==> src/rtl/rand_feed_if.sv <==
// Handshake bundle between rand_feed and its seed source / randomness consumer.
// The "slave" view belongs to rand_feed: it accepts seed words and serves r.
// The "master" view belongs to the surrounding logic: it offers seeds and takes r.
interface rand_feed_if;
  logic        seed_valid;
  logic [31:0] seed_data;
  logic        seed_ready;
  logic [89:0] r;
  logic        r_valid;
  logic        r_ready;
  logic        reseed_req;

  modport master (
    output seed_valid, seed_data, r_ready,
    input  seed_ready, r, r_valid, reseed_req
  );

  modport slave (
    input  seed_valid, seed_data, r_ready,
    output seed_ready, r, r_valid, reseed_req
  );
endinterface

==> src/rtl/rand_feed.sv <==
// rand_feed: 128-bit LFSR randomness source for a masked S-box stage.
// A 4-word seed loads the state, each consumed output advances it by 90 steps,
// and after RESEED_LIMIT outputs the block stalls until it is reseeded.
module rand_feed #(
  parameter int unsigned RESEED_LIMIT = 65535
) (
  input  logic        clk,
  input  logic        rst_n,
  rand_feed_if.slave  bus
);

  typedef enum logic [1:0] {UNSEEDED, LOADING, RUN, EXHAUSTED} state_t;

  localparam logic [16:0] LIMIT = 17'(RESEED_LIMIT);

  state_t       state_q, state_d;
  logic [127:0] s_q, s_d;
  logic [1:0]   wcnt_q, wcnt_d;
  logic [15:0]  ocnt_q, ocnt_d;
  logic         r_valid_q, r_valid_d;
  logic         reseed_req_q, reseed_req_d;
  logic         seed_ready_q;

  logic         accept;
  logic         take;
  logic [127:0] load_word;
  logic [16:0]  ocnt_inc;

  // 90 LFSR steps unrolled into one combinational cloud.
  function automatic logic [127:0] step90(input logic [127:0] x);
    logic [127:0] v;
    v = x;
    for (int i = 0; i < 90; i++) begin
      v = {v[126:0], v[127] ^ v[125] ^ v[100] ^ v[98]};
    end
    return v;
  endfunction

  // Next-state logic: a seed word always wins over an output handshake.
  always_comb begin
    accept    = bus.seed_valid & seed_ready_q;
    take      = r_valid_q & bus.r_ready;
    load_word = {s_q[95:0], bus.seed_data};
    ocnt_inc  = {1'b0, ocnt_q} + 17'd1;

    state_d = state_q;
    s_d     = s_q;
    wcnt_d  = wcnt_q;
    ocnt_d  = ocnt_q;

    if (accept) begin
      if (wcnt_q == 2'd3) begin
        // An all-zero seed would lock the LFSR, so substitute 1.
        s_d     = step90((load_word == 128'd0) ? 128'h1 : load_word);
        wcnt_d  = 2'd0;
        ocnt_d  = 16'd0;
        state_d = RUN;
      end else begin
        s_d    = load_word;
        wcnt_d = wcnt_q + 2'd1;
        if (wcnt_q == 2'd0) begin
          state_d = LOADING;
        end
      end
    end else if (take) begin
      s_d    = step90(s_q);
      ocnt_d = ocnt_inc[15:0];
      if (ocnt_inc == LIMIT) begin
        state_d = EXHAUSTED;
      end
    end

    r_valid_d    = (state_d == RUN);
    reseed_req_d = (state_d == EXHAUSTED);
  end

  // State, counters and registered status outputs.
  always_ff @(posedge clk or negedge rst_n) begin
    if (!rst_n) begin
      state_q      <= UNSEEDED;
      s_q          <= '0;
      wcnt_q       <= '0;
      ocnt_q       <= '0;
      r_valid_q    <= 1'b0;
      reseed_req_q <= 1'b0;
      seed_ready_q <= 1'b0;
    end else begin
      state_q      <= state_d;
      s_q          <= s_d;
      wcnt_q       <= wcnt_d;
      ocnt_q       <= ocnt_d;
      r_valid_q    <= r_valid_d;
      reseed_req_q <= reseed_req_d;
      seed_ready_q <= 1'b1;
    end
  end

  assign bus.r          = s_q[89:0];
  assign bus.r_valid    = r_valid_q;
  assign bus.reseed_req = reseed_req_q;
  assign bus.seed_ready = seed_ready_q;

endmodule

==> src/flat_wrapper.sv <==
// flat-port wrapper written by rule: the top's interface ports become plain ports
module rand_feed_flat 
#(
  parameter int unsigned RESEED_LIMIT = 65535
)
  (clk, rst_n, bus_seed_valid, bus_seed_data, bus_r_ready, bus_seed_ready, bus_r, bus_r_valid, bus_reseed_req);
  rand_feed_if bus_i ();
  input  logic clk;
  input  logic rst_n;
  input wire logic [$bits(bus_i.seed_valid)-1:0] bus_seed_valid;
  input wire logic [$bits(bus_i.seed_data)-1:0] bus_seed_data;
  input wire logic [$bits(bus_i.r_ready)-1:0] bus_r_ready;
  output wire logic [$bits(bus_i.seed_ready)-1:0] bus_seed_ready;
  output wire logic [$bits(bus_i.r)-1:0] bus_r;
  output wire logic [$bits(bus_i.r_valid)-1:0] bus_r_valid;
  output wire logic [$bits(bus_i.reseed_req)-1:0] bus_reseed_req;
  assign bus_i.seed_valid = bus_seed_valid;
  assign bus_i.seed_data = bus_seed_data;
  assign bus_i.r_ready = bus_r_ready;
  assign bus_seed_ready = bus_i.seed_ready;
  assign bus_r = bus_i.r;
  assign bus_r_valid = bus_i.r_valid;
  assign bus_reseed_req = bus_i.reseed_req;
  rand_feed #(.RESEED_LIMIT(RESEED_LIMIT)) u_core (.clk(clk), .rst_n(rst_n), .bus(bus_i));
endmodule
==> config.mk <==
export PLATFORM = sky130hd
export DESIGN_NAME = rand_feed_flat
export DESIGN_NICKNAME = d
export VERILOG_FILES = /design/src/rtl/rand_feed_if.sv /design/src/rtl/rand_feed.sv /design/src/flat_wrapper.sv
export SDC_FILE = /design/constraint.sdc
export NUM_CORES = 1
export LEC_CHECK = 0
export CAP_MARGIN = 20
export CORE_AREA = 3 3 148 150
export DETAILED_ROUTE_END_ITERATION = 10
export DIE_AREA = 0 0 151 153
export PLACE_DENSITY_LB_ADDON = 0.25
export SLEW_MARGIN = 20
export SYNTH_ARGS = -nofsm -noshare
export SYNTH_HDL_FRONTEND = slang
export SYNTH_SLANG_ARGS = --single-unit
==> constraint.sdc <==
create_clock -name clk -period 4 [get_ports clk]
set_input_delay 0.8 -clock clk [delete_from_list [all_inputs] [get_ports clk]]
set_output_delay 0.8 -clock clk [all_outputs]
set_load 0.01 [all_outputs]
# Word level (Yosys, flattened, before mapping)
# Index checks and enable logic that the tools add are counted.
[word_totals]
ff_bits = 151
in_bits = 36
out_inout_bits = 93
wordCells = 573
[op_classes]
addsub = 2
eq_ne = 5
muxes = 13
n_bitwise = 542
n_reduce_logical = 4
[ops]
columns = ["operator", "count"]
rows = [
  ["$xor 1x1->1", 540],
  ["$mux 128", 4],
  ["$logic_not 128->1", 1],
  ["$mux 16", 3],
  ["$add 16x1->17 const B", 1],
  ["$eq 17x16->1 const B", 1],
  ["$mux 2", 6],
  ["$eq 2x2->1 const B", 3],
  ["$add 2x1->2 const B", 1],
  ["$and 1x1->1", 2],
  ["$logic_not 2->1", 1],
  ["$ne 2x2->1 const B", 1],
  ["$reduce_and 2->1", 1],
  ["$reduce_bool 2->1", 1],
]

# Depth between registers and ports, before layout
# Gate-level depths: netlist (run 1).
[depth]
ltp_word = 7
mapped_depth = 8

# Worst setup path before layout (run 1)
# Ideal clock, no wire load.
[synth_timing]
kind = "input-to-reg"
start = "input bus_seed_data[14]"
end = "register u_core.s_q[58]"
setup_time_ns = 0.148
arrival_time_ns = 2.139
slack_ns = 1.713
path_stages = 7
path_cell_list = "nor4_1 > nand4_1 > nor4_4 > a21o_1 > buf_12 > buf_12 > o221ai_2"
[synth_between]
elab_chain_cells = 7
[synth_rtl]
columns = ["item", "line", "source"]
rows = [
  ["start: declaration", "flat_wrapper.sv:11", "input wire logic [$bits(bus_i.seed_data)-1:0] bus_seed_data;"],
  ["$logic_not 128->1 *", "rand_feed.sv:54", "s_d = step90((load_word == 128'd0) ? 128'h1 : load_word);"],
  ["$mux 128 *", "rand_feed.sv:54", ""],
  ["$xor 1x1->1 (2 in a row)", "rand_feed.sv:34", "v = {v[126:0], v[127] ^ v[125] ^ v[100] ^ v[98]};"],
  ["$xor 1x1->1 *", "rand_feed.sv:34", ""],
  ["$mux 128 *", "rand_feed.sv:52", "if (wcnt_q == 2'd3) begin"],
  ["$mux 128 *", "rand_feed.sv:51", "if (accept) begin"],
  ["end signal: assignment", "rand_feed.sv:81", "s_q <= '0;"],
  ["end signal: assignment", "rand_feed.sv:89", "s_q <= s_d;"],
  ["end: declaration", "rand_feed.sv:17", "logic [127:0] s_q, s_d;"],
]
# Every way passes the cells marked *; elsewhere a longest branch is shown, timed or not.
# A chain may end at the register's enable or synchronous reset.

# Worst setup path in the final report (run 1)
[layout_timing]
start = "input bus_seed_data[30]"
end = "register u_core.s_q[33]"
# The elaborated chain is that of the path after synthesis.

==> metrics.md, run 1 <==
| Metric | Value |
|---|---|
| Synth top area cells | dfrtp_1, xnor2_1, o221ai_2 |
| Reg area | 0.00378 mm^2 |
| Worst slew pin tran | ~0.9 ns |
| Crit end category | register |
| Max rail drop VDD | 0.461 mV |
| Fin. max-slew vios | 0 |
| DR iter-0 viols | approximately 1,600 |
| CTS H-tree lvls | 4 |
| Row count | 53 |
| Area leader, netlist | dfrtp_1 |
| IO Pins | 129 |
| Final hold vios | 0 |
| Setup bufs post-CTS | 0 |
| Mapped Area | ~0.012 mm^2 |
| Crit path launch type | input pin |
| Root Buffer | clkbuf_16 |
| Starting density of the core | between 50% and 60% |
| Clock Sinks | 151 |
| Setup_tns | 0 ns |
| Largest net degree at the start of global routing | 125 |
| Cell with the most instances after synthesis | xnor2_1 |
| Wire length per cell after detailed routing | 28.3 um |
| Vias after detailed routing | 10,800 |
| Number of buffers created by CTS | 17 |
| CTS tree | yes |
| Sequential area share after synthesis | 31.1% |
| Hpwl dp | 30.9 mm |
| Full die area | 0.0231 mm^2 |
| Vias/cell | ~7 |
| CP max FO | between 50 and 60 |
| # DRC | 0 |
| Yosys top cell area share | a little under a third |
| Minimum clock period | 3.20 ns |
| Post-Route Skew | 0.0106 ns |
| Slew margin rel. | 41.1% |
| First-pass GRT wire length | 65.4 mm |
| Die width | 151 um |
| #FFs+latches synth | 151 |
| Clk buf depth | 2 |
| Post-Syn Instances | around 1,300 |
| Pre-antenna DRT Iters | 7 |
| RSZ-0062 raised after global routing | no |
| DP Worst Slack | between 0.5 and 0.6 ns |
| GRT Util Overall | between 30% and 40% |
| Leak | 4.70 nW |
| Worst-Skew Late Latency | 0.44 ns |
| Top cells by count, synth | xnor2_1, dfrtp_1, buf_4 |
| Grt total ovfl | 0 |
| Synth Area per Inst | 9.43 um^2 |
| Worst Slack Setup Final | roughly 0.80 ns |
| Pwr dens | around 1100 mW/mm^2 |
| GP Congestion | 0.993 |
| Hold_buf cts | 0 |
| Final worst path period share | 80.0% |
| Max-cap violations | 0 |
| Synth Flop Type | dfrtp_1 |
| ANT nets after route | 0 |
| Critical path arrival | about 3.5 ns |
| Vias in the first global route | 10,200 |
| Multi-input gate area | 0.00703 mm^2 |
| Area growth syn-to-layout | 10.3% |
| DIE HEIGHT | 153 um |
| F_max | roughly 310 MHz |
| Nets | 1,299 |
| Core area | 0.0208 mm^2 |
| Post-CTS sizing | 0 |
| Worst Hold Class | input pin to asynchronous set/reset pin |
| Post-synth EDFFs | 0 |
| Port bufs | 128 |
| Crit path kind | input pin to register |
| Initial antenna violation count | 1 |
| Final setup viols | 0 |
| Worst Path Required | 4.29 ns |
| Distinct cells, synth | 58 |
| Routed WL | 43.9 mm |
| Net Count, Synth | ~1,300 |
| Yosys warnings | 0 |
| CTS clk-pin slew, worst paths | 0.06 ns |
| Layout fillers | 1,748 |
| Run status | completed |
| Synth async-reset ratio | 100% |
| Fraction of layout cells with a size suffix above 1 | 13.8% |
-- path summary, 6_finish.rpt --
kind                                        start                 to  slack (ns)  cells past startpoint
min in group clk                u_core.ocnt_q[14]  u_core.ocnt_q[14]        0.52                      1
max in group asynchronous                   rst_n     u_core.s_q[67]        2.72                      2
worst min-delay path                        rst_n     u_core.s_q[88]        0.39                      1
worst max-delay path            bus_seed_data[30]     u_core.s_q[33]        0.80                      7
worst max register to register     u_core.s_q[52]     u_core.s_q[33]        1.17                      6
worst min register to register  u_core.ocnt_q[14]  u_core.ocnt_q[14]        0.52                      1
-- final cells by class --
class / instances / share of cell area (%)
Clock buffer: 21 / 3.51
Clock inverter: 11 / 0.737
Multi-Input combinational cell: 910 / 52.4
Antenna cell: 1 / 0.0187
Inverter: 19 / 0.532
Timing Repair Buffer: 160 / 12.0
Tap cell: 275 / 2.57
Sequential cell: 151 / 28.2
-- registers in the layout (all words and copies together), names as in the netlist --
name	count
u_core.s_q	128
u_core.ocnt_q	16
u_core.state_q	2
u_core.wcnt_q	2
u_core.bus.r_valid	1
u_core.bus.reseed_req	1
u_core.bus.seed_ready	1
-- power by group --
part / switching, mW / leakage [nW] / internal [mW] / total (mW)
Combinational: 4.60 / 2.57 / 4.00 / 8.60
Clock: 0.705 / 0.264 / 0.904 / 1.61
Sequential: 1.73 / 1.87 / 2.17 / 3.90
-- worst max-delay path: stages --
cell,delay [ns]
clkdlybuf4s50_1,0.73
nor4_2,0.37
nand4_1,0.24
nor4_4,0.53
a21o_4,0.22
buf_12,0.30
o221ai_1,0.19
-- layer usage --
metal	vias to the layer above	share of wire, %	GRT usage, %
met1	5122	36	49.7
met5	-	0	0
met3	282	13	11.8
met2	909	42	53.7
met4	0	8.5	23.1
li1	4467	-	-
-- cells in the final DEF (no fill, tap or decap), drive strengths merged, types with 6 or more instances in the layout --
master / synthesis / final
xnor2: 242 / 242
dfrtp: 151 / 151
clkdlybuf4s50: 0 / 127
a21oi: 85 / 85
nor2: 81 / 81
o221ai: 72 / 72
nand3b: 70 / 70
nand2: 70 / 70
o21ai: 49 / 49
nor4: 36 / 36
mux2i: 34 / 34
buf: 122 / 33
o221a: 27 / 27
clkbuf: 86 / 21
inv: 19 / 20
xor2: 17 / 17
nand4: 15 / 15
nor3b: 13 / 13
a221o: 12 / 12
o31ai: 12 / 12
o2bb2ai: 10 / 10
or3: 6 / 6
clkinvlp: 0 / 6
nand3: 6 / 6
-- through the flow --
stage / hold slack, ns / power [mW] / area, um^2 / util, % / std cells
4_1_cts: 0.462 / 13.8 / 13400 / 64.4 / 1547
2_1_floorplan: 0.474 / 9.63 / 12200 / - / 1288
3_5_place_dp: 0.500 / 12.2 / 12800 / 61.6 / 1515
3_3_place_gp: 0.504 / 12.0 / 12800 / 61.6 / 1515
5_1_grt: 0.480 / 14.6 / 13400 / 64.4 / 1547
6_report: 0.395 / 14.1 / 13400 / 64.4 / 1548
-- cell families after synthesis --
kind of cell / share of synthesized area, %
muxes: 2.80
other: 0.0309
buffers and inverters: 11.3
adders and majority gates: 0.412
and+or+nand+nor: 14.7
DFF: 31.1
AOI/OAI and AO/OA: 21.0
xor gates and xnor gates: 18.7
Note: power is estimated with default switching activity, not from simulation.
==> run 2: changes to the inputs <==
Settings changed: CORE_AREA 3 3 148 150 to 3 3 156 158, DIE_AREA 0 0 151 153 to 0 0 159 161.
Clock period 4 ns to 2.77 ns, I/O delays scaled along.
==> run 2 against run 1 <==
Combinational power up 71%; hold slack worse by 0.31 ns; sequential share of layout area down 1.9 points; first-iteration DRC count up 9.7%; largest power group unchanged; routed wire length up 8.7%; global-route usage down 1.1 points; critical endpoint is now u_core.s_q[87]; largest cell class unchanged; highest routed layer unchanged.
==> metrics.md, run 2 (synthesis gave the netlist of run 1 again) <==
| Metric | Value |
|---|---|
| Run status | completed |
| Crit path kind | input pin to register |
| Grt total ovfl | 0 |
| Wire length per cell after detailed routing | 28.1 um |
| RSZ-0062 raised after global routing | no |
| Fraction of layout cells with a size suffix above 1 | 20.7% |
| Crit path launch type | input pin |
| Post-layout util | 61.8% |
| Most Crowded Layer GR | met2 |
| Vias after detailed routing | about 11,000 |
| CP max FO | 28 |
| ANT nets after route | 0 |
| Die width | 159 um |
| Max-cap violations | 0 |
| CTS tree | yes |
| Commonest non-fill, non-tap cell in the layout | xnor2_1 |
| GRT Util Overall | 36.5% |
| Area growth syn-to-layout | 18.2% |
| Pre-antenna DRT Iters | 6 |
| GP Congestion | 1.00 |
| Setup bufs post-CTS | 0 |
| CTS H-tree lvls | 4 |
| Setup_tns | 0 ns |
| Row count | 56 |
| Leak | 5.29 nW |
| Full die area | 0.0256 mm^2 |
| Minimum clock period | ~2.6 ns |
| Diode count | 0 |
| DR iter-0 viols | 1,737 |
| DIE HEIGHT | 161 um |
| Crit end category | register |
| Starting density of the core | 52.2% |
| Hold_buf cts | 0 |
| CTS clk-pin slew, worst paths | 0.07 ns |
| Worst Path Required | 3.07 ns |
| Reg2reg end | u_core.s_q[87] |
| Initial antenna violation count | 0 |
| Largest Register | u_core.s_q |
| Worst slew pin tran | 0.998 ns |
| Most frequent cells in the layout | xnor2_1, dfrtp_1, buf_4 |
| Worst-Skew Late Latency | 0.44 ns |
| R2r worst-path depth | 6 |
| Post-Route Skew | 0.0138 ns |
| Critical path arrival | 2.89 ns |
| Layout fillers | 2,008 |
| # DRC | 0 |
| Core area | between 0.02 and 0.025 mm^2 |
| Hpwl dp | 35.1 mm |
| Worst r2r src | u_core.s_q[79] |
| Routed WL | 47.7 mm |
| Crit path launch | bus_seed_data[22] |
| Fin. max-slew vios | 0 |
| Top Registers | u_core.s_q (128), u_core.ocnt_q (16) |
| Clock Sinks | 151 |
| Largest net degree at the start of global routing | 99 |
| Vias/cell | 6.55 |
| F_max | 386 MHz |
| Final worst path period share | 93.6% |
| Reg-to-reg slack, setup | 0.34 ns |
| CP endpoint | u_core.s_q[87] |
| Nets | approximately 1,400 |
| Met1 GRT Util | 50.4% |
| Met2 Track Usage GR | 54.6% |
| Final hold vios | 0 |
| First-pass GRT wire length | 70.4 mm |
| Slew margin rel. | between 30% and 40% |
| Port bufs | 128 |
| IO Pins | about 130 |
| Final setup viols | 0 |
| Worst Hold Class | input pin to asynchronous set/reset pin |
| Root Buffer | clkbuf_16 |
| Clk buf depth | 2 |
| Vias in the first global route | 10,400 |
| Number of buffers created by CTS | 17 |
| GR Util met3 | 9.57% |
| Post-CTS sizing | 0 |
| Pwr dens | 1500 mW/mm^2 |
| Max reg flops | between 100 and 150 |
| Max rail drop VDD | about 0.67 mV |
-- run 2: cell types whose count changed in the layout (fill, tap and decap cells not counted), moves of 3 or more --
cell / change
buf_12: +5
buf_4: +104
clkinv_4: +3
clkinvlp_4: -4
inv_6: +3
-- run 2: how the worst min path moves through the flow --
stage | to | slack (ns) | depth (start not counted)
detailed placement | u_core.ocnt_q[15] | 0.52 | 2
finish | u_core.s_q[115] | 0.08 | 1
global route | u_core.s_q[115] | 0.11 | 1
CTS | u_core.s_q[115] | 0.10 | 1
floorplan | u_core.bus.r_valid | 0.26 | 0
global placement | u_core.ocnt_q[14] | 0.51 | 1
-- run 2: cell type report --
type / instances / area (um^2) / area share, %
Inverter: 19 / 71.3 / 0.496
Multi-Input combinational cell: 910 / 7040 / 49.0
Tap cell: 319 / 399 / 2.78
Timing Repair Buffer: 269 / 2490 / 17.3
Clock inverter: 13 / 146 / 1.02
Clock buffer: 18 / 439 / 3.06
Sequential cell: 151 / 3780 / 26.3
-- run 2: layer usage --
| metal | share of wire, % | wire, um | up-vias |
|---|---|---|---|
| li1 | - | - | 4671 |
| met1 | 38 | 18200 | 5415 |
| met2 | 43 | 20500 | 879 |
| met3 | 14 | 6570 | 158 |
| met4 | 5.2 | 2470 | 0 |
| met5 | 0 | 0 | - |
-- run 2: power by group --
part	internal [mW]	switching [mW]	total, mW
sequential	3.16	1.21	4.38
clock	1.36	1.05	2.41
combinational	6.43	8.29	14.7
total	11.0	10.6	21.5
-- run 2: worst max-delay path, stage by stage --
cell and delay, ns:
clkdlybuf4s50_1 0.45, nor4_2 0.50, nand4_1 0.22, buf_4 0.20, nor4_4 0.33, a21o_4 0.22, buf_12 0.25, o221ai_2 0.14
-- run 2: through the flow --
stage	area (um^2)	std cells	power (mW)	hold WS, ns	worst slack [ns]
global placement	13800	1668	18.5	0.511	-0.392
detailed placement	13800	1668	18.6	0.523	-0.367
global route	14400	1699	22.2	0.109	0.158
CTS	14400	1699	21.0	0.102	0.0852
finish	14400	1699	21.5	0.0819	0.178
floorplan	12200	1288	13.9	0.258	0.729
==> run 3: changes to the inputs <==
Settings changed: PLACE_DENSITY set to 0.77, PLACE_DENSITY_LB_ADDON 0.25 to unset, SETUP_SLACK_MARGIN set to 0.2.
==> run 3 against run 2 <==
Hold slack worse by 0.026 ns; die area unchanged; non-clock buffer count up 4; global-route usage up 1.2 points; critical path depth down 3; clock-buffer cell count up 3; utilization about the same; routed wire length up 3.3%; flip-flop and latch count unchanged; critical endpoint is now u_core.s_q[39].
==> metrics.md, run 3 (synthesis gave the netlist of run 1 again) <==
| Metric | Value |
|---|---|
| GP Congestion | 1.03 |
| CP peak stage delay | 0.68 ns |
| Crit end category | register |
| Pwr dens | around 1500 mW/mm^2 |
| Most frequent cells in the layout | xnor2_1, dfrtp_1, buf_4 |
| CTS tree | yes |
| Slew margin rel. | between 30% and 40% |
| Fin. max-slew vios | 0 |
| Post-CTS sizing | 1 |
| First-pass GRT wire length | 72.2 mm |
| Largest net degree at the start of global routing | 135 |
| Leak | 5.27 nW |
| GRT Util Overall | 37.8% |
| Worst Path Required | 3.08 ns |
| Run status | completed |
| Clk buf depth | 2 |
| Crit path kind | register to register |
| Initial antenna violation count | 1 |
| Starting density of the core | between 50% and 60% |
| Buf/Inv on CP | 0 |
| Setup bufs post-CTS | 0 |
| Clock Sinks | 151 |
| Pre-antenna DRT Iters | 6 |
| Root Buffer | clkbuf_16 |
| Reg-to-reg slack, setup | 0.21 ns |
| Critical path arrival | 2.87 ns |
| Number of buffers created by CTS | 17 |
| CTS clk-pin slew, worst paths | 0.07 ns |
| Core area | about 0.023 mm^2 |
| Worst path depth | 5 |
| CP endpoint | u_core.s_q[39] |
| Top Registers | u_core.s_q (128), u_core.ocnt_q (16) |
| IO Pins | approximately 130 |
| DR iter-0 viols | 1,719 |
| Crit-path cells | nor4_1 -> nand4_1 -> nor4_4 -> a21oi_2 -> a221o_1 |
| Diode count | 0 |
| Final setup viols | 0 |
| Post-layout util | between 60 and 70% |
| Vias in the first global route | 10,900 |
| Routed WL | 49.3 mm |
| Largest Register | u_core.s_q |
| CTS H-tree lvls | 4 |
| Final hold vios | 0 |
| Fraction of layout cells with a size suffix above 1 | between 20% and 30% |
| Crit path launch | u_core.s_q[80] |
| Worst slew pin tran | 0.949 ns |
| Worst r2r src | u_core.s_q[80] |
| Max rail drop VDD | 0.566 mV |
| DIE HEIGHT | 161 um |
| Largest delay share family, worst path | simple AND/OR/NAND/NOR gates |
| Full die area | about 0.026 mm^2 |
| Post-Route Skew | 0.0134 ns |
| Wire length per cell after detailed routing | 28.9 um |
| Worst-Skew Late Latency | 0.44 ns |
| Die width | 159 um |
| RSZ-0062 raised after global routing | no |
| F_max | 391 MHz |
| Crit path launch type | register |
| Max reg flops | 128 |
| ANT nets after route | 0 |
| Slowest library cell on the worst path | nor4_1 |
| Vias after detailed routing | 11,300 |
| Commonest non-fill, non-tap cell in the layout | xnor2_1 |
| R2r worst-path depth | 5 |
| Row count | 56 |
| Vias/cell | 6.62 |
| Port bufs | between 100 and 150 |
| # DRC | 0 |
| Grt total ovfl | 0 |
| Nets | between 1,000 and 1,500 |
| Setup_tns | 0 ns |
| Hpwl dp | 36.5 mm |
| Area growth syn-to-layout | 18.3% |
| Minimum clock period | 2.56 ns |
| Worst Hold Class | input pin to asynchronous set/reset pin |
| Hold_buf cts | 0 |
| Final worst path period share | 92.4% |
| Total power | 21.5 mW |
| Reg2reg end | u_core.s_q[39] |
| Max-cap violations | 0 |
| CP max FO | 14 |
## run 3: worst reg2reg max path, delay by kind of cell (launching register included)
| kind | cells | cell delay, ns |
|---|---|---|
| simple gates | 3 | 1.21 |
| compound gates | 2 | 0.72 |
| flops | 1 | 0.52 |
## run 3: report_power, final
group | internal, mW | switching, mW | leakage [nW]
Clock | 1.26 | 1.02 | 0.251
Sequential | 3.16 | 1.37 | 1.87
Combinational | 6.41 | 8.24 | 3.15
Total | 10.8 | 10.6 | 5.27
## run 3: worst min-delay path by stage
stage          slack [ns]  depth (start not counted)                  to
3_3_place_gp         0.51                          1   u_core.ocnt_q[14]
2_1_floorplan        0.26                          0  u_core.bus.r_valid
3_5_place_dp         0.51                          1   u_core.ocnt_q[14]
4_1_cts              0.07                          1      u_core.s_q[78]
5_1_grt              0.07                          1     u_core.s_q[115]
6_report             0.06                          1     u_core.s_q[115]
## run 3: cell type report
type                    count  area, um^2
clock inverters            11         103
clock buffers              21         450
flip-flops and latches    151        3780
fillers                  1972        8890
multi-input cells         910        7060
inverters                  19        71.3
repair buffers            273        2510
well taps                 319         399
## run 3: metal layers
layer	wire length, um	vias to the layer above	track usage (%)	part of all wire (%)
met3	6390	235	9.08	13
li1	-	4692	-	-
met1	17800	5436	48.7	36
met4	3680	2	22.2	7.5
met5	17	-	0	0.035
met2	21300	923	58.1	43
## run 3: through the flow
step / hold WS [ns] / cells / instance area, um^2 / setup slack [ns]
detailed placement: 0.513 / 1672 / 13800 / -0.336
floorplan: 0.258 / 1288 / 12200 / 0.729
global route: 0.0744 / 1704 / 14400 / 0.202
global placement: 0.507 / 1672 / 13800 / -0.347
CTS: 0.0739 / 1704 / 14300 / 0.254
finish: 0.0555 / 1704 / 14400 / 0.209
